$ cat src/rtl/sfft_readout_pkg.sv
`timescale 1ns/1ps
`default_nettype none
// ============================================================================
// Module   : sfft_readout_pkg
// Purpose  : Shared FSM states, lock bytes and address helpers for the
//            SFFT readout master.
// Revision : 1.0  initial release
// ============================================================================
package sfft_readout_pkg;

    typedef enum logic [2:0] {
        S_IDLE     = 3'd0,
        S_LOCK     = 3'd1,
        S_RD_TIME  = 3'd2,
        S_RD_BIN   = 3'd3,
        S_PUSH     = 3'd4,
        S_RD_VALID = 3'd5,
        S_RELEASE  = 3'd6,
        S_DONE     = 3'd7
    } state_t;

    localparam logic [7:0] LOCK_BYTE    = 8'h01;
    localparam logic [7:0] RELEASE_BYTE = 8'h00;

    // Frame counter sits directly above the bin region, valid byte after it.
    function automatic logic [15:0] time_base(input int nfft);
        return 16'(nfft * 2);
    endfunction

    function automatic logic [15:0] valid_addr(input int nfft);
        return 16'(nfft * 2 + 4);
    endfunction

endpackage
`default_nettype wire

$ cat src/rtl/sfft_readout_master_asm.sv
`timescale 1ns/1ps
`default_nettype none
// ============================================================================
// Module   : byte_word_assembler
// Purpose  : Walks 4 (or 1) byte addresses from a base while go is held and
//            packs the returned bytes little-endian into a 32-bit word.
// Revision : 1.0  initial release
// ============================================================================
module byte_word_assembler #(
    parameter int READ_LATENCY = 1
) (
    input  logic        clk,
    input  logic        reset,
    input  logic        go,
    input  logic        single,
    input  logic [15:0] base,
    input  logic [7:0]  readdata,
    output logic [15:0] address,
    output logic [31:0] word,
    output logic        word_done
);

    // Each byte spends READ_LATENCY+1 cycles on the bus: sample after
    // READ_LATENCY cycles, then one cycle to advance to the next byte.
    localparam logic [1:0] c_lat_last = 2'(READ_LATENCY);
    localparam logic [1:0] c_cap      = 2'(READ_LATENCY - 1);

    logic [1:0]  r_cnt;
    logic [1:0]  r_byte;
    logic [31:0] r_word;
    logic        w_last_byte;

    assign w_last_byte = single | (r_byte == 2'd3);
    assign word_done   = go & (r_cnt == c_lat_last) & w_last_byte;
    assign address     = base + {14'd0, r_byte};
    assign word        = r_word;

    always_ff @(posedge clk) begin
        if (reset) begin
            r_cnt  <= 2'd0;
            r_byte <= 2'd0;
            r_word <= 32'd0;
        end else begin
            if (go && (r_cnt == c_cap)) begin
                r_word[{r_byte, 3'b000} +: 8] <= readdata;
            end
            if (!go) begin
                r_cnt  <= 2'd0;
                r_byte <= 2'd0;
            end else if (r_cnt == c_lat_last) begin
                r_cnt  <= 2'd0;
                r_byte <= w_last_byte ? 2'd0 : r_byte + 2'd1;
            end else begin
                r_cnt <= r_cnt + 2'd1;
            end
        end
    end

endmodule
`default_nettype wire

$ cat src/rtl/sfft_readout_master.sv
`timescale 1ns/1ps
`default_nettype none
// ============================================================================
// Module   : sfft_readout_master
// Purpose  : Locks the SFFT output, reads frame counter, bins and valid byte,
//            streams bins out and retries frames that come back invalid.
// Revision : 1.0  initial release
// ============================================================================
module sfft_readout_master
    import sfft_readout_pkg::*;
#(
    parameter  int NFFT         = 512,
    parameter  int NFFT_LOG2    = 9,
    parameter  int READ_LATENCY = 1,
    parameter  int MAX_RETRIES  = 3,
    localparam int BIN_IDX_W    = NFFT_LOG2 - 1
) (
    input  logic                 clk,
    input  logic                 reset,
    input  logic                 start,
    output logic                 busy,
    output logic                 done,
    output logic                 frame_ok,
    output logic [31:0]          frame_time,
    output logic [15:0]          address,
    output logic                 chipselect,
    output logic                 write,
    output logic [7:0]           writedata,
    input  logic [7:0]           readdata,
    output logic [31:0]          bin_data,
    output logic [BIN_IDX_W-1:0] bin_index,
    output logic                 bin_valid,
    input  logic                 bin_ready,
    output logic                 bin_last
);

    localparam int                   c_retry_w     = $clog2(MAX_RETRIES + 1);
    localparam logic [c_retry_w-1:0] c_max_retries = c_retry_w'(MAX_RETRIES);
    localparam logic [BIN_IDX_W-1:0] c_last_idx    = BIN_IDX_W'(NFFT / 2 - 1);
    localparam logic [15:0]          c_time_base   = time_base(NFFT);
    localparam logic [15:0]          c_valid_addr  = valid_addr(NFFT);

    state_t               r_state, w_next;
    logic [c_retry_w-1:0] r_retries;
    logic [BIN_IDX_W-1:0] r_idx;
    logic                 r_ok;
    logic [31:0]          r_frame_time;

    logic        w_go, w_single, w_word_done;
    logic [15:0] w_base, w_asm_addr;
    logic [31:0] w_word;

    byte_word_assembler #(
        .READ_LATENCY (READ_LATENCY)
    ) u_asm (
        .clk       (clk),
        .reset     (reset),
        .go        (w_go),
        .single    (w_single),
        .base      (w_base),
        .readdata  (readdata),
        .address   (w_asm_addr),
        .word      (w_word),
        .word_done (w_word_done)
    );

    always_ff @(posedge clk) begin
        if (reset) begin
            r_state      <= S_IDLE;
            r_retries    <= '0;
            r_idx        <= '0;
            r_ok         <= 1'b0;
            r_frame_time <= 32'd0;
        end else begin
            r_state <= w_next;
            case (r_state)
                S_LOCK:     r_idx <= '0;
                S_RD_TIME:  if (w_word_done) r_frame_time <= w_word;
                S_PUSH:     if (bin_ready && (r_idx != c_last_idx))
                                r_idx <= r_idx + BIN_IDX_W'(1);
                S_RD_VALID: if (w_word_done) r_ok <= w_word[0];
                S_RELEASE:  if (!r_ok && (r_retries != c_max_retries))
                                r_retries <= r_retries + c_retry_w'(1);
                S_DONE:     r_retries <= '0;
                default:    ;
            endcase
        end
    end

    always_comb begin
        w_next     = r_state;
        w_go       = 1'b0;
        w_single   = 1'b0;
        w_base     = 16'd0;
        address    = 16'd0;
        chipselect = 1'b0;
        write      = 1'b0;
        writedata  = 8'h00;
        bin_valid  = 1'b0;
        done       = 1'b0;
        frame_ok   = 1'b0;
        case (r_state)
            S_IDLE: begin
                if (start) w_next = S_LOCK;
            end
            S_LOCK: begin
                chipselect = 1'b1;
                write      = 1'b1;
                writedata  = LOCK_BYTE;
                w_next     = S_RD_TIME;
            end
            S_RD_TIME: begin
                w_go       = 1'b1;
                w_base     = c_time_base;
                chipselect = 1'b1;
                address    = w_asm_addr;
                if (w_word_done) w_next = S_RD_BIN;
            end
            S_RD_BIN: begin
                w_go       = 1'b1;
                w_base     = 16'({r_idx, 2'b00});
                chipselect = 1'b1;
                address    = w_asm_addr;
                if (w_word_done) w_next = S_PUSH;
            end
            S_PUSH: begin
                bin_valid = 1'b1;
                if (bin_ready) w_next = (r_idx == c_last_idx) ? S_RD_VALID : S_RD_BIN;
            end
            S_RD_VALID: begin
                w_go       = 1'b1;
                w_single   = 1'b1;
                w_base     = c_valid_addr;
                chipselect = 1'b1;
                address    = w_asm_addr;
                if (w_word_done) w_next = S_RELEASE;
            end
            S_RELEASE: begin
                chipselect = 1'b1;
                write      = 1'b1;
                writedata  = RELEASE_BYTE;
                // An invalid frame is re-streamed from the lock step.
                w_next     = (r_ok || (r_retries == c_max_retries)) ? S_DONE : S_LOCK;
            end
            S_DONE: begin
                done     = 1'b1;
                frame_ok = r_ok;
                w_next   = S_IDLE;
            end
            default: w_next = S_IDLE;
        endcase
    end

    assign busy       = (r_state != S_IDLE);
    assign frame_time = r_frame_time;
    assign bin_data   = w_word;
    assign bin_index  = r_idx;
    assign bin_last   = bin_valid & (r_idx == c_last_idx);

endmodule
`default_nettype wire

$ cat config.mk
export PLATFORM = sky130hd
export DESIGN_NAME = sfft_readout_master
export DESIGN_NICKNAME = d
export VERILOG_FILES = /design/src/rtl/sfft_readout_pkg.sv /design/src/rtl/sfft_readout_master_asm.sv /design/src/rtl/sfft_readout_master.sv
export SDC_FILE = /design/constraint.sdc
export NUM_CORES = 1
export LEC_CHECK = 0
export CELL_PAD_IN_SITES_DETAIL_PLACEMENT = 1
export CELL_PAD_IN_SITES_GLOBAL_PLACEMENT = 1
export CORE_MARGIN = 4
export CORE_UTILIZATION = 25
export DETAILED_ROUTE_END_ITERATION = 12
export MAX_ROUTING_LAYER = met4
export PLACE_DENSITY = 0.71
export REMOVE_ABC_BUFFERS = 1
export SYNTH_ARGS = -nofsm -noshare
export SYNTH_HDL_FRONTEND = slang
export SYNTH_SLANG_ARGS = --single-unit
$ cat constraint.sdc
create_clock -name clk -period 3.1 [get_ports clk]
set_clock_uncertainty 0.1 [all_clocks]
set_input_delay 0.62 -clock clk [delete_from_list [all_inputs] [get_ports clk]]
set_output_delay 0.62 -clock clk [all_outputs]
set_load 0.1 [all_outputs]
==> impl_results.rst <==
.. list-table::
   :header-rows: 1

   * - Metric
     - Value
   * - VDD IR-drop max
     - 0.229 mV
   * - Number of synthesized flops with an enable pin
     - 0
   * - TritonCTS sink count
     - 82
   * - Total overflow reported by the global router
     - 0
   * - Routed vias
     - about 3500
   * - Post-synthesis adder-cell area fraction
     - 3.30%
   * - Initial antenna violation count
     - 0
   * - Number of hold buffers added after cts
     - 0
   * - Synth-to-layout area growth
     - 35.0%
   * - Cell type of the slowest stage on the worst timing path
     - dfxtp_1
   * - Die Height
     - 131 um
   * - Measured slew at the worst slew-check pin
     - between 0.7 and 0.8 ns
   * - DRC violation count after routing
     - 0
   * - Warnings from Yosys
     - 0
   * - Die boundary width
     - 131 um
   * - Synthesized-area fraction occupied by xor and xnor cells
     - 0%
   * - Clock-pin slew on the worst setup and hold paths
     - 0.06 ns
   * - Setup violators final
     - 0
   * - Buffers from clock root to sink, at most
     - 2
   * - Status
     - finished clean
   * - Reported leakage power
     - 1.94 nW
   * - Combined buffer and inverter count along the critical path
     - 1
   * - Number of max-cap violations
     - 0
   * - Min setup slack post-route
     - 0.364 ns
   * - Levels on crit path
     - 3
   * - Length of the first detailed-routing pass in iterations
     - 4
   * - Total of flip-flops plus latches after synthesis
     - between 80 and 90
   * - Met1 Resource Use GR
     - 17.6%
   * - Post-CTS setup-driven buffer insertion count
     - 0
   * - Global Route Usage Sum
     - 14.0%
   * - Initial drt markers
     - 105
   * - Post-route clock period utilization
     - 88.3%
   * - Post-synth design cell area
     - 3790 um2
   * - Die Area
     - 17200 um2
   * - Cells taking the most area after synthesis
     - dfxtp_1, a21oi_1, nand2_1, nand2b_1, nand3_1
   * - Estimated wirelength of the detail-placed design
     - 8.45 mm
   * - GRT Max-Usage Layer
     - met2
   * - Final max-slew violation count
     - 0
   * - Synthesized area per cell
     - 8.29 um2
   * - Post-synthesis async set-or-reset flop share
     - 0%
   * - Via count of the first global-routing pass
     - 3527
   * - Synthesized-area fraction occupied by and/or/nand/nor cells
     - 27.5%
   * - Cell family contributing the most delay on the critical path
     - flip-flops
   * - Power Dens Cells
     - approximately 530 nW/um2
   * - Antenna Diode Count
     - 0
   * - Type of the tightest min-delay check
     - flip-flop to flip-flop
   * - CORE AREA
     - 14700 um2
   * - Count of H-tree levels built during CTS
     - 3
   * - WP data arrival
     - ~2 ns
   * - Clock root buffer master
     - clkbuf_16
   * - Required time of the critical path
     - approximately 2.4 ns
   * - Antenna-violating nets left
     - 0
   * - Most common cell in the synthesized netlist
     - dfxtp_1
   * - Post-layout utilization of the core
     - between 30% and 40%
   * - Worst setup slack after placement
     - ~0.61 ns
   * - Initial cell density of the core
     - 25.8%
   * - Number of buffers added by the clock tree synthesis step
     - 9
   * - Fraction of post-synthesis cell area in the top cell type by area
     - 43.3%
   * - Type of the worst setup path
     - flip-flop to output port
   * - Routability congestion estimate from global placement
     - 0.809
   * - Achievable clock frequency
     - about 0.37 GHz
   * - CP peak stage delay
     - ~0.67 ns
   * - Worst reg2reg path depth
     - 4
   * - Ordered cell list for the critical path
     - nand3b_4 -> a21oi_1 -> buf_4
   * - Total Negative Setup Slacks
     - 0 ns
   * - Met3 Usage GRT
     - ~3.4%
   * - Worst-case hold slack
     - 0.354 ns
   * - Share of cells above drive strength 1
     - between 20% and 30%
   * - Hold Crit Depth
     - 2
   * - CTS tree
     - yes
   * - Area fraction in compound gates after synthesis
     - 17.1%
   * - Kind of end point of the critical path
     - output port
   * - Post-Synthesis Cells
     - around 460
   * - Routed length per instance
     - 15.9 um
   * - Number of input and output port buffers inserted
     - 102
   * - Global-route wire length before repair
     - 19.1 mm
   * - Total Nets Final
     - 573
   * - Part of the Yosys area used for sequential elements
     - 43.3%
   * - I/O Pins
     - 115
   * - Latest clock arrival within the worst-skew pair
     - 0.33 ns
   * - Hold violation total from the final report
     - 0
   * - Vias per cell
     - 4.72
   * - Unrepaired setup endpoints after global routing
     - no
   * - Cell taking the most area after synthesis
     - dfxtp_1
   * - Time the final worst path needs with I/O delays and setup
     - 2.74 ns
   * - Largest net degree at the start of global routing
     - 73
   * - Std cell rows
     - 44
   * - Post-synthesis mux area share
     - 0.791%
   * - Leading post-synthesis cells by instance count
     - dfxtp_1, a21oi_1, nand2_1
   * - Largest fanout of any net on the critical path
     - 15
   * - Met2 layer usage reported by global route
     - 22.5%
   * - Routed wire length
     - about 12 mm
   * - Leading register cell type out of synthesis
     - dfxtp_1
   * - Nature of the critical path startpoint
     - flip-flop
   * - Max-slew headroom at the worst pin
     - 47.7%
   * - Dominant combinational cell family by area after synthesis
     - simple AND/OR/NAND/NOR gates
   * - Cell variety after synth
     - 46
## layout make-up
| cell class | instances | area, um2 |
|---|---|---|
| clock inverters | 4 | 72.6 |
| fillers | 1745 | 9580 |
| repair buffers | 109 | 966 |
| well taps | 184 | 230 |
| inverters | 14 | 52.6 |
| flip-flops and latches | 82 | 1640 |
| multi-input cells | 335 | 1890 |
| clock buffers | 12 | 267 |
## report_power, final
part | internal, mW | switching (mW) | total, mW
combinational | 0.0975 | 0.337 | 0.434
sequential | 1.07 | 0.0297 | 1.10
clock | 0.770 | 0.428 | 1.20
total | 1.94 | 0.794 | 2.73
## routing by layer
| metal | wire (um) | share of wire [%] |
|---|---|---|
| met5 | 0 | 0 |
| met1 | 5460 | 46 |
| met3 | 561 | 4.8 |
| met2 | 5610 | 48 |
| met4 | 118 | 1.0 |
## sequential cells by signal, indices dropped and copies added, names as in the netlist
name,flops
frame_time,32
u_asm.word,32
bin_index,8
r_state,3
r_retries,2
u_asm.r_byte,2
u_asm.r_cnt,2
r_ok,1
## kinds of logic (layout without fill, tap and decap cells)
family	after synthesis	count (layout)
AOI/OAI and AO/OA	107	107
adders and majority gates	10	10
buffers and inverters	52	139
DFF	82	82
muxes	3	3
other	1	12
and+or+nand+nor	203	203
## stage by stage
step           cells  power [mW]  area [um2]
6_report         740        2.73        5120
5_1_grt          740        2.84        5120
4_1_cts          740        2.77        5120
3_5_place_dp     724        1.55        4780
3_3_place_gp     724        1.55        4780
2_1_floorplan    431        1.43        3590
## worst min-delay path: cells and delay by family (launching register included)
family / cells / cell delay, ns
AO/OA/AOI/OAI: 1 / 0.05
flip-flops: 1 / 0.31
AND/OR/NAND/NOR: 1 / 0.05
## what timing repair did
action | 4_1_cts | 5_1_grt
endpoints found under the hold margin | 0 | 0
endpoints found under the setup margin | 0 | 1
gates resized for setup | 0 | 1
## cell usage in the layout (no fill, tap or decap), types with 10 or more instances in the layout
cell,count
buf_4,88
dfxtp_1,81
nand2_1,80
a21oi_1,80
nand3_1,38
nand2b_1,33
inv_1,14
conb_1,12
and2_1,10
ha_1,10
clkdlybuf4s50_1,10
buf_12,10
## path summary, 6_finish.rpt
check	from	end	slack, ns
setup / recovery	r_state[2]	address[1]	0.36
hold / removal	frame_time[15]	frame_time[15]	0.35
setup reg to reg	r_state[2]	u_asm.word[30]	0.97
hold reg to reg	frame_time[15]	frame_time[15]	0.35
No activity file was read; power rests on OpenSTA's default activity.
